## src/rtl/tm1640_bus_decoder.sv

```systemverilog
// Passive TM1640-style SCLK/DIN bus decoder: synchronizes the two wires,
// detects START/STOP, reassembles LSB-first bytes and decodes commands.
module tm1640_bus_decoder #(
  parameter int NUM_DIGITS  = 16,
  parameter int SYNC_STAGES = 2
) (
  input  logic       CLK,
  input  logic       RST,
  input  logic       i_sclk,
  input  logic       i_din,
  output logic       o_wr_en,
  output logic [3:0] o_wr_addr,
  output logic [7:0] o_wr_data,
  output logic       o_display_on,
  output logic [2:0] o_brightness,
  output logic       o_auto_inc,
  output logic       o_busy,
  output logic       o_frame_err
);

  typedef enum logic [1:0] {
    IDLE,
    CMD,
    DATA,
    WAIT_STOP
  } state_t;

  logic [SYNC_STAGES-1:0] sclk_sync_q;
  logic [SYNC_STAGES-1:0] din_sync_q;
  logic sclk_h_q, din_h_q;
  logic sclk_s, din_s;

  state_t state_q, state_d;
  logic [2:0] bcnt_q, bcnt_d;
  logic [7:0] sr_q, sr_d;
  logic [3:0] ptr_q, ptr_d;
  logic       wr_en_q, wr_en_d;
  logic [3:0] addr_q, addr_d;
  logic [7:0] data_q, data_d;
  logic       don_q, don_d;
  logic [2:0] bri_q, bri_d;
  logic       ainc_q, ainc_d;
  logic       busy_q, busy_d;
  logic       err_q, err_d;

  logic sclk_rise, start_ev, stop_ev, ptr_ok;
  logic [7:0] byte_w;

  assign sclk_s = sclk_sync_q[SYNC_STAGES-1];
  assign din_s  = din_sync_q[SYNC_STAGES-1];

  // Both samples must see SCLK high, so a DIN change that coincides
  // with an SCLK change is treated as data.
  assign sclk_rise = sclk_s & ~sclk_h_q;
  assign start_ev  = sclk_s & sclk_h_q & din_h_q & ~din_s;
  assign stop_ev   = sclk_s & sclk_h_q & ~din_h_q & din_s;
  assign byte_w    = {din_s, sr_q[7:1]};
  assign ptr_ok    = ({28'd0, ptr_q} < 32'(NUM_DIGITS));

  always_comb begin
    state_d = state_q;
    bcnt_d  = bcnt_q;
    sr_d    = sr_q;
    ptr_d   = ptr_q;
    wr_en_d = 1'b0;
    addr_d  = addr_q;
    data_d  = data_q;
    don_d   = don_q;
    bri_d   = bri_q;
    ainc_d  = ainc_q;
    busy_d  = busy_q;
    err_d   = 1'b0;
    if (stop_ev) begin
      state_d = IDLE;
      busy_d  = 1'b0;
      err_d   = (bcnt_q != 3'd0);
      bcnt_d  = 3'd0;
    end else if (start_ev) begin
      state_d = CMD;
      busy_d  = 1'b1;
      bcnt_d  = 3'd0;
    end else if (sclk_rise && state_q != IDLE) begin
      sr_d   = byte_w;
      bcnt_d = bcnt_q + 3'd1;
      if (bcnt_q == 3'd7) begin
        case (state_q)
          CMD: begin
            case (byte_w[7:6])
              2'b01: begin
                ainc_d  = ~byte_w[2];
                state_d = WAIT_STOP;
              end
              2'b11: begin
                ptr_d   = byte_w[3:0];
                state_d = DATA;
              end
              2'b10: begin
                don_d   = byte_w[3];
                bri_d   = byte_w[2:0];
                state_d = WAIT_STOP;
              end
              default: begin
                err_d   = 1'b1;
                state_d = WAIT_STOP;
              end
            endcase
          end
          DATA: begin
            if (ptr_ok) begin
              wr_en_d = 1'b1;
              addr_d  = ptr_q;
              data_d  = byte_w;
            end else begin
              err_d = 1'b1;
            end
            if (ainc_q) ptr_d = ptr_q + 4'd1;
          end
          WAIT_STOP: err_d = 1'b1;
          default: ;
        endcase
      end
    end
  end

  always_ff @(posedge CLK) begin
    if (RST) begin
      sclk_sync_q <= '1;
      din_sync_q  <= '1;
      sclk_h_q    <= 1'b1;
      din_h_q     <= 1'b1;
      state_q     <= IDLE;
      bcnt_q      <= 3'd0;
      sr_q        <= 8'd0;
      ptr_q       <= 4'd0;
      wr_en_q     <= 1'b0;
      addr_q      <= 4'd0;
      data_q      <= 8'd0;
      don_q       <= 1'b0;
      bri_q       <= 3'd0;
      ainc_q      <= 1'b1;
      busy_q      <= 1'b0;
      err_q       <= 1'b0;
    end else begin
      sclk_sync_q <= {sclk_sync_q[SYNC_STAGES-2:0], i_sclk};
      din_sync_q  <= {din_sync_q[SYNC_STAGES-2:0], i_din};
      sclk_h_q    <= sclk_s;
      din_h_q     <= din_s;
      state_q     <= state_d;
      bcnt_q      <= bcnt_d;
      sr_q        <= sr_d;
      ptr_q       <= ptr_d;
      wr_en_q     <= wr_en_d;
      addr_q      <= addr_d;
      data_q      <= data_d;
      don_q       <= don_d;
      bri_q       <= bri_d;
      ainc_q      <= ainc_d;
      busy_q      <= busy_d;
      err_q       <= err_d;
    end
  end

  assign o_wr_en      = wr_en_q;
  assign o_wr_addr    = addr_q;
  assign o_wr_data    = data_q;
  assign o_display_on = don_q;
  assign o_brightness = bri_q;
  assign o_auto_inc   = ainc_q;
  assign o_busy       = busy_q;
  assign o_frame_err  = err_q;

endmodule

```

## config.mk

```make
export PLATFORM = sky130hd
export DESIGN_NAME = tm1640_bus_decoder
export DESIGN_NICKNAME = d
export VERILOG_FILES = /design/src/rtl/tm1640_bus_decoder.sv
export SDC_FILE = /design/constraint.sdc
export NUM_CORES = 1
export LEC_CHECK = 0
export CAP_MARGIN = 10
export CORE_MARGIN = 1
export CORE_UTILIZATION = 57
export CTS_CLUSTER_SIZE = 24
export DETAILED_ROUTE_END_ITERATION = 7
export PLACE_DENSITY = 0.94
export SLEW_MARGIN = 20
export SYNTH_ARGS = -nofsm -noshare
export SYNTH_HDL_FRONTEND = slang
export SYNTH_SLANG_ARGS = --single-unit
```

## constraint.sdc

```tcl
create_clock -name CLK -period 2.33 [get_ports CLK]
set_clock_uncertainty 0.05 [all_clocks]
set_input_delay 0.699 -clock CLK [delete_from_list [all_inputs] [get_ports CLK]]
set_output_delay 0.699 -clock CLK [all_outputs]
set_load 0.005 [all_outputs]
```

==> results by group <==
Run status
  – Status: finished with violations
  – Failing checks: design-rule violations

GRT
  – First-pass GRT wire length: 6020 um
  – Grt ovf: 0
  – GRT Total Usage: around 25%
  – Largest net degree at the start of global routing: 30
  – Via count of the first global-routing pass: between 1000 and 1500
  – Initial antenna violation count: 0

Pwr
  – Lkg Pwr: 0.737 nW
  – Peak VDD IR: ~0.46 mV
  – Pwr Density: 604 nW/um2

Route
  – TritonRoute pass-1 iters: 6
  – DRC Markers: 4
  – Vias: 1381
  – Antenna Nets Post-Route: 0
  – Routed len/inst: 15.4 um
  – Initial DRC Count: 44
  – DR vias/cell: 5.73
  – Post-Route WL: roughly 3700 um

Finish
  – Nets: 217
  – Layout cells sized above 1: 12.4%
  – Inserted Diodes: 0
  – Fin area: 2040 um2
  – Area delta synth->final: 17.9%
  – Fillcell total: 224
  – Post-Layout Cell Count: 241
  – Final Util: 72.7%

Synth
  – Syn Inst Count: roughly 190
  – Mean Syn Cell Area: 9.35 um2
  – Asr flop ratio synth: 0%
  – Count leader, synth: dfxtp_1
  – Netlist cell types: 37
  – Register area share after synthesis: approximately half
  – Synth area leader: dfxtp_1
  – Post-Syn Nets: 193
  – EDFF count, synth: 0
  – Post-synth top cells: 42 x dfxtp_1, 25 x nor2_1, 24 x nand2_1
  – Yosys top cell area share: 48.6%
  – Most used DFF post-synth: dfxtp_1
  – Synth Warn #: 0
  – Post-synthesis cell area: 1730 um2
  – Top post-synthesis cells by area: dfxtp_1 49%, mux2i_1 9.3%, nor2_1 5.4%
  – Seq cells post-synth: 42

Place
  – Final HPWL DP: ~2600 um
  – Placed inst area: 1960 um2
  – IO buf count: 23
  – Global placement routability congestion: 0.868
  – Post-Place Cells: approximately 230

Clock tree
  – Clock root buffer: clkbuf_4
  – Post-CTS sizing: 0
  – CTS Buffer Depth: 2
  – Clk sink count: 42
  – CTS Buf Count: 5
  – Post-CTS Setup Inserts: 0
  – CTS Hold Bufs: 0
  – Clk slew on worst S/H paths: 0.11 ns
  – Clk Latency, worst-skew pair: about 0.36 ns
  – H-tree Lvls: 2
  – CTS tree: built

Critical path
  – Max incr delay on CP: 0.52 ns
  – CP delay by family, top: buffers and inverters
  – R2r startpoint: bcnt_q[0]
  – Reg2Reg Setup Slack: 0.68 ns
  – Startpoint types: flop
  – Reg2reg end: ptr_q[3]
  – Path depth of the worst reg2reg path: 6
  – CP Buf/Inv Count: 1
  – Crit Path Max Fanout: 3
  – WP data required: about 1.6 ns
  – CP max stage cell: clkdlybuf4s50_1
  – Critical path cell sequence: clkdlybuf4s50_1
  – Crit end category: output port
  – CP arrival: 1.26 ns
  – Setup CP Type: flop to output port

Die
  – Io pins: 24
  – Die Span Y: 57.1 um
  – Starting Density: between 60% and 70%
  – Core area: 2810 um2
  – Die Width: 57.1 um
  – Placement Rows: 19
  – Die ar.: 3260 um2

Min path
  – Worst hold path depth: 1
  – Worst Hold End: sclk_sync_q[1]
  – Worst hold path type: flop to flop
  – Min-delay src: sclk_sync_q[0]

STA
  – Final hold slack: 0.372 ns
  – Final hold vios: 0
  – Final min period: 2.00 ns
  – TNS Setup: 0 ns
  – RSZ-0062 raised after global routing: no
  – Least-Margin Pin Slew: 0.464 ns
  – Fmax: between 0.4 and 0.5 GHz
  – Final setup vio count: 0
  – Worst relative slew slack: 69.1%
  – Max-slew violation count: 0
  – Final Cycle Share: 86.0%

Job
  – Max Cap Viol: 0
cell usage in the layout (no fill, tap or decap), types with 2 or more instances in the layout:
master,n
dfxtp_1,42
nor2_1,25
nand2_1,24
clkdlybuf4s50_1,23
a21oi_1,17
mux2i_1,16
or2_2,7
nand2b_1,6
clkbuf_4,5
ha_1,4
inv_1,3
nand3_1,3
o21ai_0,3
buf_4,3
nand4b_1,2
xnor2_1,2
a31oi_1,2
nor3_1,2
clkbuf_1,2
worst reg2reg max path: cells and delay by family (launching register included):
family | cells | cell delay (ns)
simple gates | 1 | 0.17
compound gates | 3 | 0.61
fa+ha+maj | 2 | 0.37
flops | 1 | 0.40
where the power goes:
part | leakage [nW] | internal [mW] | switching (mW)
clock | 0.0395 | 0.228 | 0.233
sequential | 0.340 | 0.724 | 0.00919
combinational | 0.358 | 0.0183 | 0.0187
total | 0.737 | 0.970 | 0.261
worst max-delay path by stage:
stage                           from      endpoint  cells after the start
after global placement           RST      ptr_q[1]                      4
after floorplan            bcnt_q[0]  o_wr_addr[0]                      7
after detailed placement         RST     bcnt_q[1]                      4
final                     o_auto_inc    o_auto_inc                      1
after CTS                 o_auto_inc    o_auto_inc                      1
after global routing          o_busy        o_busy                      1
through the flow:
| step | power, mW | setup slack (ns) |
|---|---|---|
| after floorplan | 0.769 | 0.832 |
| after global placement | 0.781 | 0.442 |
| after detailed placement | 0.785 | 0.342 |
| after CTS | 1.23 | 0.306 |
| after global routing | 1.27 | 0.289 |
| final | 1.23 | 0.326 |
layout make-up:
type / instances / area [um2] / area share [%]
inverter: 3 / 11.3 / 0.552
clock inverter: 1 / 30.0 / 1.47
clock buffer: 7 / 45.0 / 2.21
timing repair buffer: 26 / 253 / 12.4
multi-input combinational: 131 / 820 / 40.2
tap: 31 / 38.8 / 1.90
sequential: 42 / 841 / 41.3
kinds of logic after synthesis:
| logic type | share of synthesized area, % |
|---|---|
| DFF | 48.6 |
| xor gates and xnor gates | 1.01 |
| buffers and inverters | 3.98 |
| muxes | 9.26 |
| adders and majority gates | 2.89 |
| and+or+nand+nor | 23.9 |
| AOI/OAI and AO/OA | 10.3 |
layer usage:
layer  up-vias  share of wire [%]  global-route usage (%)
met1       660                 41                    26.8
li1        671                  -                       -
met2        39                 51                    43.4
met5         -                  0                       0
met4         0                3.3                    16.0
met3        11                4.3                    7.48
registers in the layout, indices dropped and copies added, names as in the netlist:
| name | cells |
|---|---|
| bcnt_q | 3 |
| din_h_q | 1 |
| din_sync_q | 2 |
| o_auto_inc | 1 |
| o_brightness | 3 |
| o_busy | 1 |
| o_display_on | 1 |
| o_frame_err | 1 |
| o_wr_addr | 4 |
| o_wr_data | 8 |
| o_wr_en | 1 |
| ptr_q | 4 |
| sclk_h_q | 1 |
| sclk_sync_q | 2 |
| sr_q | 7 |
| state_q | 2 |
Note: power is estimated with default switching activity, not from simulation.
